==> src/rtl/iob_arb_pkg.sv <==
// Shared types for the IOB memory arbiter.
// FSM encoding and requester port indices.
package iob_arb_pkg;

    typedef enum logic [1:0] {
        IDLE   = 2'b00,
        ACTIVE = 2'b01,
        RESP   = 2'b10
    } state_t;

    localparam logic PORT_IF = 1'b0;
    localparam logic PORT_DM = 1'b1;

endpackage

==> src/rtl/iob_arb_watchdog.sv <==
// Saturating cycle counter that flags a stalled memory transaction.
// TIMEOUT of zero keeps expire permanently low.
module iob_arb_watchdog #(
    parameter int TIMEOUT = 255
) (
    input  logic clk,
    input  logic reset,
    input  logic clear,
    input  logic enable,
    output logic expire
);

    localparam int W = (TIMEOUT > 0) ? $clog2(TIMEOUT + 1) : 1;
    localparam int LIM_I = (TIMEOUT > 0) ? TIMEOUT - 1 : 0;
    localparam logic [W-1:0] LIMIT = W'(LIM_I);
    localparam logic [W-1:0] MAX = '1;

    logic [W-1:0] count;

    always_ff @(posedge clk or negedge reset) begin
        if (!reset) begin
            count <= '0;
        end else if (clear) begin
            count <= '0;
        end else if (enable && count != MAX) begin
            count <= count + W'(1);
        end
    end

    assign expire = (TIMEOUT != 0) && (count == LIMIT);

endmodule

==> src/rtl/iob_mem_arbiter.sv <==
// Round-robin arbiter sharing one IOB master between ifetch and data ports.
// One transaction in flight; every output is registered.
module iob_mem_arbiter
    import iob_arb_pkg::*;
#(
    parameter int ADDR_W  = 32,
    parameter int DATA_W  = 32,
    parameter int TIMEOUT = 255
) (
    input  logic                  clk,
    input  logic                  reset,
    input  logic [1:0]            req_valid_i,
    input  logic [2*ADDR_W-1:0]   req_addr_i,
    input  logic [2*DATA_W-1:0]   req_wdata_i,
    input  logic [2*DATA_W/8-1:0] req_wstrb_i,
    output logic [1:0]            req_ready_o,
    output logic [DATA_W-1:0]     req_rdata_o,
    output logic                  req_err_o,
    output logic                  iob_valid_o,
    output logic [ADDR_W-1:0]     iob_addr_o,
    output logic [DATA_W-1:0]     iob_wdata_o,
    output logic [DATA_W/8-1:0]   iob_wstrb_o,
    input  logic                  iob_ready_i,
    input  logic [DATA_W-1:0]     iob_rdata_i
);

    localparam int SW = DATA_W / 8;

    state_t            state, state_n;
    logic              grant, grant_n;
    logic              last, last_n;
    logic              win;
    logic              valid_n;
    logic [ADDR_W-1:0] addr_n;
    logic [DATA_W-1:0] wdata_n;
    logic [SW-1:0]     wstrb_n;
    logic [1:0]        ready_n;
    logic [DATA_W-1:0] rdata_n;
    logic              err_n;
    logic              wd_clear;
    logic              wd_en;
    logic              wd_expire;

    iob_arb_watchdog #(
        .TIMEOUT(TIMEOUT)
    ) u_wd (
        .clk   (clk),
        .reset (reset),
        .clear (wd_clear),
        .enable(wd_en),
        .expire(wd_expire)
    );

    // On a tie, the port that did not win last time goes next.
    always_comb begin
        case (req_valid_i)
            2'b01:   win = PORT_IF;
            2'b10:   win = PORT_DM;
            2'b11:   win = (last == PORT_IF) ? PORT_DM : PORT_IF;
            default: win = PORT_IF;
        endcase
    end

    always_comb begin
        state_n  = state;
        grant_n  = grant;
        last_n   = last;
        valid_n  = iob_valid_o;
        addr_n   = iob_addr_o;
        wdata_n  = iob_wdata_o;
        wstrb_n  = iob_wstrb_o;
        ready_n  = 2'b00;
        rdata_n  = req_rdata_o;
        err_n    = req_err_o;
        wd_clear = 1'b0;
        wd_en    = 1'b0;
        unique case (state)
            IDLE: begin
                if (|req_valid_i) begin
                    grant_n  = win;
                    valid_n  = 1'b1;
                    wd_clear = 1'b1;
                    state_n  = ACTIVE;
                    if (win == PORT_DM) begin
                        addr_n  = req_addr_i[2*ADDR_W-1:ADDR_W];
                        wdata_n = req_wdata_i[2*DATA_W-1:DATA_W];
                        wstrb_n = req_wstrb_i[2*SW-1:SW];
                    end else begin
                        addr_n  = req_addr_i[ADDR_W-1:0];
                        wdata_n = req_wdata_i[DATA_W-1:0];
                        wstrb_n = req_wstrb_i[SW-1:0];
                    end
                end
            end
            ACTIVE: begin
                if (iob_ready_i) begin
                    valid_n        = 1'b0;
                    rdata_n        = iob_rdata_i;
                    err_n          = 1'b0;
                    ready_n[grant] = 1'b1;
                    state_n        = RESP;
                end else if (wd_expire) begin
                    valid_n        = 1'b0;
                    rdata_n        = '0;
                    err_n          = 1'b1;
                    ready_n[grant] = 1'b1;
                    state_n        = RESP;
                end else begin
                    wd_en = 1'b1;
                end
            end
            RESP: begin
                last_n  = grant;
                state_n = IDLE;
            end
            default: state_n = IDLE;
        endcase
    end

    always_ff @(posedge clk or negedge reset) begin
        if (!reset) begin
            state       <= IDLE;
            grant       <= PORT_IF;
            last        <= PORT_DM;
            iob_valid_o <= 1'b0;
            iob_addr_o  <= '0;
            iob_wdata_o <= '0;
            iob_wstrb_o <= '0;
            req_ready_o <= 2'b00;
            req_rdata_o <= '0;
            req_err_o   <= 1'b0;
        end else begin
            state       <= state_n;
            grant       <= grant_n;
            last        <= last_n;
            iob_valid_o <= valid_n;
            iob_addr_o  <= addr_n;
            iob_wdata_o <= wdata_n;
            iob_wstrb_o <= wstrb_n;
            req_ready_o <= ready_n;
            req_rdata_o <= rdata_n;
            req_err_o   <= err_n;
        end
    end

endmodule

==> config.mk <==
export PLATFORM = sky130hd
export DESIGN_NAME = iob_mem_arbiter
export DESIGN_NICKNAME = d
export VERILOG_FILES = /design/src/rtl/iob_arb_pkg.sv /design/src/rtl/iob_arb_watchdog.sv /design/src/rtl/iob_mem_arbiter.sv
export SDC_FILE = /design/constraint.sdc
export NUM_CORES = 1
export LEC_CHECK = 0
export ABC_AREA = 1
export ABC_CLOCK_PERIOD_IN_PS = 1680
export CAP_MARGIN = 30
export CORE_ASPECT_RATIO = 0.9
export CORE_MARGIN = 5
export CORE_UTILIZATION = 28
export DETAILED_ROUTE_END_ITERATION = 10
export GPL_TIMING_DRIVEN = 1
export SKIP_CTS_REPAIR_TIMING = 1
export SYNTH_ARGS = -nofsm -noshare
export SYNTH_HDL_FRONTEND = slang
export SYNTH_SLANG_ARGS = --single-unit
==> constraint.sdc <==
create_clock -name clk -period 1.68 [get_ports clk]
set_clock_uncertainty 0.05 [all_clocks]
set_input_delay 0.42 -clock clk [delete_from_list [all_inputs] [get_ports clk]]
set_output_delay 0.42 -clock clk [all_outputs]
set_load 0.03 [all_outputs]
### After elaboration in Yosys (flattened, before gate mapping)

Cells that the tools add are included.

| word-level totals | value |
|---|---|
| output and inout bits | 104 |
| bits in registers | 116 |
| input bits | 173 |

| cells by class | value |
|---|---|
| reduce and logical (&&, ||, !) cells | 11 |
| muxes and demuxes | 29 |
| order comparisons | 2 |
| add/subtract/negate cells | 1 |
| equal/unequal tests | 8 |

Operators with widths:

| kind | count |
|---|---|
| 32-bit two-way mux | 4 |
| 8-bit two-way mux | 2 |
| 1-bit two-way mux | 12 |
| 2-bit two-way mux | 6 |
| 8-bit by 1-bit adder with 8-bit output, second input constant | 1 |
| 8-bit equality test, second input constant | 1 |
| 8-bit != test, second input constant | 1 |
| 2-bit equality test, second input constant | 3 |
| 2-bit AND reduction | 3 |
| 2-bit nonzero test | 3 |
| 4-bit two-way mux | 1 |
| 1-bit case mux with 2 select lines | 2 |
| 2-bit case mux with 2 select lines | 1 |
| 3-bit by 2-bit != test with 1-bit output, second input constant | 1 |
| 3-bit AND reduction | 1 |
| 2-bit by 1-bit equality test with 1-bit output, second input constant | 1 |
| 1-bit logical AND | 2 |
| 2-bit zero test | 1 |
| 1-bit by 2-bit < comparator with 1-bit output, second input constant | 1 |
| 2-bit != test, second input constant | 1 |
| 2-bit OR reduction | 1 |
| 1-bit demux with 1-bit select | 1 |
| 1-bit greater-or-equal comparator, second input constant | 1 |

### Logic depth before layout (Yosys ltp)

Gate-level depths: netlist of run 1.

| depth | value |
|---|---|
| depth in word-level cells | 7 |
| depth in mapped cells | 10 |

### By module

Synthesis of run 1 repeated with hierarchy kept, for this count alone.

| unflattened totals | value |
|---|---|
| cells, all modules | 828 |
| area, all modules | 5913.2 µm² |

By module, submodules not included:

| module | area an instance (µm²) | cells each | sequential area each (µm²) | times used |
|---|---|---|---|---|
| iob_mem_arbiter | 5385.2 | 753 | 2703.8 | 1 |
| iob_arb_watchdog | 528.0 | 75 | 200.2 | 1 |

### Least setup slack after synthesis of run 1

OpenSTA, ideal clock, no wires.

| timing | value |
|---|---|
| path type | reg-to-reg |
| start | register u_wd.count[0] |
| end | register req_rdata_o[20] |
| path slack | 195 ps |
| period minus slack after synthesis | 1485 ps |
| arrival | 1317 ps |
| setup time | 118 ps |
| data required time | 1512 ps |
| cell stages (with the launch flop) | 11 |
| cell sequence | dfrtp_1 -> inv_1 -> ha_1 -> inv_1 -> nor2_2 -> nand2_4 -> a21oi_4 -> inv_4 -> buf_8 -> nand2_1 -> nand2_1 |

| on the way | value |
|---|---|
| cells in the longest elaborated chain, start to end | 3 |

RTL lines:

| item | RTL line | source |
|---|---|---|
| start: declaration | iob_arb_watchdog.sv:18 | `logic [W-1:0] count;` |
| start signal: assignment | iob_arb_watchdog.sv:26 | `count <= count + W'(1);` |
| 8-bit equality test | iob_arb_watchdog.sv:30 | `assign expire = (TIMEOUT != 0) && (count == LIMIT);` |
| 2-bit nonzero test (no source line) | - |  |
| 2-bit AND reduction (no source line) | - |  |
| end signal: assignment | iob_mem_arbiter.sv:141 | `req_rdata_o <= rdata_n;` |
| end: declaration | iob_mem_arbiter.sv:17 | `output logic [DATA_W-1:0] req_rdata_o,` |

No other way between the ends.
A chain may end at the register's enable or synchronous reset.

### Worst setup path in the final report of run 1

| timing | value |
|---|---|
| start | register u_wd.count[0] |
| end | register req_rdata_o[19] |

The elaborated chain is that of the path after synthesis.

==> qor.txt, run 1 <==
===========================================================================
Worst Hold Margin                                                    380 ps
Antenna cell count                                                        0
Areal power density over the cells                             1850 nW/um^2
Via count of the first global-routing pass                             4995
Commonest cells in the netlist                                 sky130_fd_sc_hd__nand2_1 (212), sky130_fd_sc_hd__dfrtp_1 (115), sky130_fd_sc_hd__o21ai_0 (101)
Via count                                                              5147
Synth top area share                                                  56.1%
Num rows                                                                 47
Clock-pin slew on the worst setup and hold paths                      60 ps
Slew @ Worst Pin                                                     408 ps
RSZ-0062 raised after global routing                                     no
Layout Area Growth over Synthesis                                     81.9%
Setup slack at placement                                            -308 ps
Hold Vio Cnt, Final                                                       0
IO Port Bufs                                                            276
Number of flops mapped to enable cells by yosys                           0
Element type at the critical path start                                flop
Drt wl/cell                                                         15.4 um
Min Tclk post-route                                                 1580 ps
Cell count after synthesis                                              626
Reported leakage power                                              5.17 nW
Rel. slew slack                                                       72.8%
Maximum number of pins on one net before global-route repair             40
Longest Clk Path Bufs                                                     2
Clock sink count                                                        116
Cell Count, Final, Fillers Out                                         1181
Distinct cells, synth                                                    24
Global-route total usage across every layer                           16.5%
Fill cell total of the finished layout                                 1760
Setup slack on the worst flop-to-flop path                           100 ps
Post-synth net total                                                    801
Antenna violations before repair                                          0
Area contributors post-synth                                   sky130_fd_sc_hd__dfrtp_1 (56%), sky130_fd_sc_hd__nand2_1 (16%), sky130_fd_sc_hd__o21ai_0 (9.9%)
Maximum capacitance violations                                            0
Residual DRC count                                                        0
Total wirelength of the detailed-routed design                     18200 um
Library cell used as clock root buffer                         sky130_fd_sc_hd__clkbuf_16
Die extent in y                                                      138 um
1st-pass router iterations                                                4
Share of flip-flops with an asynchronous set or reset                  100%
Total CTS buffers                                                        17
Crit path max fanout                                                     17
Peak supply drop                                                     693 uV
Floorplan die area                                               21100 um^2
Latest clock arrival within the worst-skew pair                      410 ps
Ratio of final minimum period to clock period                         93.8%
Share of total power in sequential cells                              27.9%
Share of total power consumed by net switching                        42.7%
Post-Syn Area per Cell                                            8.19 um^2
Internal Power                                                    0.00989 W
Wire length of the first global-routing pass                       28000 um
Share of cells above drive strength 1                                 10.0%
Final setup slack of the worst path                                  103 ps
Sequential area share after synthesis                                 56.6%
Crit. Startpoint                                               u_wd.count[0]
Global-route congestion overflow total                                    0
Slew Viols, Final                                                         0
Required time of the critical path                                  1930 ps
Synth warn                                                                0
Clock power frac                                                      21.2%
Count of state elements after synthesis                                 116
Hold Crit Start                                                       grant
Iteration-0 DRC Markers                                                 157
Accumulated negative setup slack                                       0 ps
HPWL reported at the end of detailed placement                     13200 um
Min-delay worst type                                             reg -> reg
Width of the die                                                     153 um
Reg2reg start                                                  u_wd.count[0]
H-tree depth                                                              4
Crit. End Element                                                      flop
Dominant cell by count in the synthesized netlist              sky130_fd_sc_hd__nand2_1
Starting density of the core                                          28.1%
Floorplan Core Area                                              18200 um^2
Cell type with the largest total area after synthesis          sky130_fd_sc_hd__dfrtp_1
Switching power total                                             0.00738 W
CTS tree                                                               done
Total chip power                                                   0.0173 W
Combinational group share of total power                              50.9%
Ports                                                                   277
Outcome                                                        complete, no violations
Count of final setup violators                                            0
Antenna Violating Nets Remaining                                          0
Arrival time at the worst endpoint                                  1820 ps
Most used DFF post-synth                                       sky130_fd_sc_hd__dfrtp_1
Via density                                                            4.36
Setup CP Type                                                    reg -> reg
Achievable clock frequency                                        0.634 GHz
Net count, final                                                       1098
Summed instance area of the synthesized netlist                   5130 um^2
Inst Count DP                                                          1144
Final GP Congestion                                                   0.778
===========================================================================
## cells by family (layout without fill, tap and decap cells)
logic type / Yosys count / count (layout) / share of synthesized area (%)
flops: 116 / 116 / 56.6
fa+ha+maj: 2 / 2 / 0.488
buf+inv: 49 / 359 / 4.73
simple gates: 316 / 316 / 23.9
compound gates: 143 / 143 / 14.2
## critical path: stages (launching register included)
cell and delay (ps):
sky130_fd_sc_hd__dfrtp_1 410, sky130_fd_sc_hd__inv_2 80, sky130_fd_sc_hd__ha_1 130, sky130_fd_sc_hd__inv_1 50
sky130_fd_sc_hd__nor2_4 130, sky130_fd_sc_hd__nand2_4 80, sky130_fd_sc_hd__a21oi_4 180, sky130_fd_sc_hd__buf_4 160
sky130_fd_sc_hd__inv_6 70, sky130_fd_sc_hd__nand2_2 60, sky130_fd_sc_hd__nand2_1 50
## metrics by stage
| step | util, % | instance area, um^2 |
|---|---|---|
| after floorplan | - | 5130 |
| after global placement | 46.1 | 8410 |
| after detailed placement | 46.1 | 8410 |
| after CTS | 49.4 | 9010 |
| after global routing | 51.2 | 9330 |
| final | 51.2 | 9330 |
## layout by cell type, fill, tap and decap left out
master	n
sky130_fd_sc_hd__a21oi_1	2
sky130_fd_sc_hd__buf_12	13
sky130_fd_sc_hd__clkbuf_16	17
sky130_fd_sc_hd__bufinv_16	2
sky130_fd_sc_hd__a21oi_4	1
sky130_fd_sc_hd__inv_12	1
sky130_fd_sc_hd__inv_2	5
sky130_fd_sc_hd__clkinvlp_4	3
sky130_fd_sc_hd__nor2_1	89
sky130_fd_sc_hd__dlygate4sd3_1	1
sky130_fd_sc_hd__nand2_1	210
sky130_fd_sc_hd__o21bai_1	1
sky130_fd_sc_hd__nor2_4	3
sky130_fd_sc_hd__ha_1	2
sky130_fd_sc_hd__dfrtp_1	115
sky130_fd_sc_hd__clkdlybuf4s50_1	171
sky130_fd_sc_hd__a31oi_1	1
sky130_fd_sc_hd__inv_6	6
sky130_fd_sc_hd__nand2_4	1
sky130_fd_sc_hd__nand3_1	3
sky130_fd_sc_hd__nand2_2	7
sky130_fd_sc_hd__inv_8	1
sky130_fd_sc_hd__inv_1	7
sky130_fd_sc_hd__buf_4	26
sky130_fd_sc_hd__clkinv_4	4
sky130_fd_sc_hd__dfstp_2	1
sky130_fd_sc_hd__o21ai_1	38
sky130_fd_sc_hd__dlymetal6s2s_1	102
sky130_fd_sc_hd__o21ai_0	100
sky130_fd_sc_hd__nor2_2	3
## registers in the layout, summed over array words and instances (netlist names)
| name | count |
|---|---|
| iob_wstrb_o | 4 |
| u_wd.count | 8 |
| state | 2 |
| iob_valid_o | 1 |
| last | 1 |
| req_err_o | 1 |
| iob_wdata_o | 32 |
| req_ready_o | 2 |
| req_rdata_o | 32 |
| iob_addr_o | 32 |
| grant | 1 |
## metal layers
| metal | vias to the layer above | track usage, % | part of all wire (%) | routed length, um |
|---|---|---|---|---|
| met1 | 2383 | 19.6 | 41 | 7400 |
| met2 | 152 | 28.0 | 51 | 9290 |
| met4 | 0 | 4.69 | 1.4 | 264 |
| met3 | 15 | 6.56 | 7.0 | 1270 |
| met5 | - | 0 | 0 | 0 |
| li1 | 2597 | - | - | - |
## power groups by stage
stage / clock network, W / logic, W / registers, W
detailed placement: 0 / 0.00899 / 0.00487
floorplan: 0 / 0.00232 / 0.00727
global route: 0.00388 / 0.00950 / 0.00499
finish: 0.00366 / 0.00878 / 0.00482
global placement: 0 / 0.00896 / 0.00485
CTS: 0.00378 / 0.00900 / 0.00487
## layout make-up
type | count | area (um^2) | area share [%]
clock buffer | 17 | 425 | 4.56
multi-input combinational | 461 | 2000 | 21.4
inverter | 13 | 61.3 | 0.657
timing repair buffer | 313 | 3450 | 37.0
timing repair inverter | 1 | 8.76 | 0.0938
clock inverter | 15 | 173 | 1.85
sequential | 116 | 2900 | 31.1
tap | 245 | 307 | 3.28
## final timing paths
path                                   end  cells past startpoint
max                        req_rdata_o[19]                     10
min                         req_ready_o[0]                      1
max reg2reg                req_rdata_o[19]                     10
min reg2reg                 req_ready_o[0]                      1
max in group asynchronous             last                      3
min in group asynchronous    iob_addr_o[2]                      2
(Power assumes the default switching activity.)
==> inputs of run 2 (changes only) <==
TNS_END_PERCENT = 10   (was default)
==> run 2 against run 1 <==
  * Clock power barely moved
  * Sequential share of layout area increased by 0.17 points
  * Via count about the same
  * Clock-buffer cell count unchanged
  * Largest cell class unchanged
  * Final cell count decreased by 0.34%
  * Critical path type unchanged
  * First-iteration DRC count fell by 4.5%
  * Largest power group unchanged
==> qor.txt, run 2 (same netlist as run 1, synthesis figures left out) <==
============================================================================
Via density                                                             4.37
Clock-pin slew on the worst setup and hold paths                       60 ps
Setup slack on the worst flop-to-flop path                            100 ps
Slew Viols, Final                                                          0
Via count of the first global-routing pass                              4995
HPWL reported at the end of detailed placement                      13200 um
Min-delay worst type                                              reg -> reg
Crit. Startpoint                                                u_wd.count[0]
Ratio of final minimum period to clock period                          93.9%
H-tree depth                                                               4
Largest registers                                               iob_addr_o: 32 flops, iob_wdata_o: 32 flops, req_rdata_o: 32 flops
Capture point of the critical path                              req_rdata_o[15]
Reg2reg start                                                   u_wd.count[0]
Drt wl/cell                                                          15.4 um
Areal power density over the cells                              1850 nW/um^2
Min Tclk post-route                                                  1580 ps
Layout Area Growth over Synthesis                                      80.9%
Global-route congestion overflow total                                     0
1st-pass router iterations                                                 5
Hold Vio Cnt, Final                                                        0
Cell with the largest stage delay on the worst path             sky130_fd_sc_hd__dfrtp_1
Stages on worst setup path                                                 9
Achievable clock frequency                                         0.634 GHz
Reported leakage power                                               5.15 nW
Number of cells on the worst reg-to-reg path                               9
Top library cells by usage in the layout, fill and taps aside   sky130_fd_sc_hd__nand2_1 (210), sky130_fd_sc_hd__clkdlybuf4s50_1 (171), sky130_fd_sc_hd__dfrtp_1 (115)
Global-route total usage across every layer                            16.5%
Final GP Congestion                                                    0.778
Crit path max fanout                                                      34
Top cell family by delay on the critical path                     flip-flops
Count of final setup violators                                             0
Maximum number of pins on one net before global-route repair              40
Outcome                                                         complete, no violations
Element type at the critical path start                                 flop
Worst Hold Margin                                                     382 ps
Share of cells above drive strength 1                                  9.55%
Via count                                                               5144
Crit. End Element                                                       flop
Maximum capacitance violations                                             0
Width of the die                                                      153 um
IO Port Bufs                                                             276
Rel. slew slack                                                        72.6%
Arrival time at the worst endpoint                                   1820 ps
Floorplan Core Area                                               18200 um^2
Most common library cell in the layout ignoring fill and taps   sky130_fd_sc_hd__nand2_1
Critical-path cell list                                         inv_1, ha_1, inv_1, nor2_4, nand2_4, a21oi_4, inv_6, nand2_1, nand2_1
Largest stage delay, worst path                                       410 ps
Antenna violations before repair                                           0
Antenna cell count                                                         0
Iteration-0 DRC Markers                                                  150
Slew @ Worst Pin                                                      410 ps
Crit Reg-Reg Endpoint                                           req_rdata_o[15]
Total wirelength of the detailed-routed design                      18100 um
Setup slack at placement                                             -308 ps
Num rows                                                                  47
Final setup slack of the worst path                                   102 ps
Starting density of the core                                           28.1%
Peak supply drop                                                      693 uV
Antenna Violating Nets Remaining                                           0
Net count, final                                                        1094
Longest Clk Path Bufs                                                      2
Ports                                                                    277
Die extent in y                                                       138 um
Library cell used as clock root buffer                          sky130_fd_sc_hd__clkbuf_16
Required time of the critical path                                   1930 ps
Latest clock arrival within the worst-skew pair                       410 ps
Wire length of the first global-routing pass                        28000 um
Floorplan die area                                                21100 um^2
Crit path buf inv count                                                    3
Total CTS buffers                                                         17
Setup CP Type                                                     reg -> reg
CTS tree                                                                done
Clock sink count                                                         116
Fill cell total of the finished layout                                  1767
Residual DRC count                                                         0
RSZ-0062 raised after global routing                                     yes
============================================================================
## run 2: stage by stage
| step | total power [W] | util [%] | instances | TNS [ps] | instance area, um^2 |
|---|---|---|---|---|---|
| after CTS | 0.0177 | 49.4 | 1176 | -26600 | 9010 |
| after floorplan | 0.00959 | - | 626 | 0 | 5130 |
| final | 0.0172 | 50.9 | 1177 | 0 | 9280 |
| after detailed placement | 0.0139 | 46.1 | 1144 | -14390 | 8410 |
| after global placement | 0.0138 | 46.1 | 1144 | -12820 | 8410 |
| after global routing | 0.0183 | 50.9 | 1177 | -5.43 | 9280 |
## run 2: layer usage
metal  global-route usage, %  vias to the layer above  wire length, um
met5                       0                        -                0
met4                    4.69                        0              264
met3                    6.56                       15             1270
met2                    28.0                      152             9170
met1                    19.6                     2388             7400
li1                        -                     2589                -
## run 2: worst reg2reg max path, cell delays in order, from the launching register on
cell and delay [ps]:
sky130_fd_sc_hd__dfrtp_1 410, sky130_fd_sc_hd__inv_1 110, sky130_fd_sc_hd__ha_1 150, sky130_fd_sc_hd__inv_1 60, sky130_fd_sc_hd__nor2_4 130, sky130_fd_sc_hd__nand2_4 80
sky130_fd_sc_hd__a21oi_4 180, sky130_fd_sc_hd__inv_6 140, sky130_fd_sc_hd__nand2_1 110, sky130_fd_sc_hd__nand2_1 60
## run 2: how the worst min path moves through the flow
stage / startpoint / end / slack, ps / depth (start not counted)
final: grant / req_ready_o[0] / 380 / 1
after global routing: grant / req_ready_o[0] / 400 / 1
after CTS: reset / iob_addr_o[2] / -110 / 1
after detailed placement: reset / iob_addr_o[2] / 340 / 1
after global placement: reset / iob_addr_o[2] / 340 / 1
after floorplan: reset / grant / 70 / 0
## run 2: cell type report
cell class                      count  area (um^2)  area share (%)
Clock inverter                     15          173            1.86
Sequential cell                   116         2900            31.3
Timing Repair Buffer              310         3420            36.8
Inverter                           13         53.8           0.580
Clock buffer                       17          425            4.58
Tap cell                          245          307            3.30
Multi-Input combinational cell    461         2000            21.6
## run 2: report_power, final
group	switching (W)	internal [W]
logic	0.00521	0.00348
registers	0.000693	0.00412
clock network	0.00145	0.00222
total	0.00735	0.00983
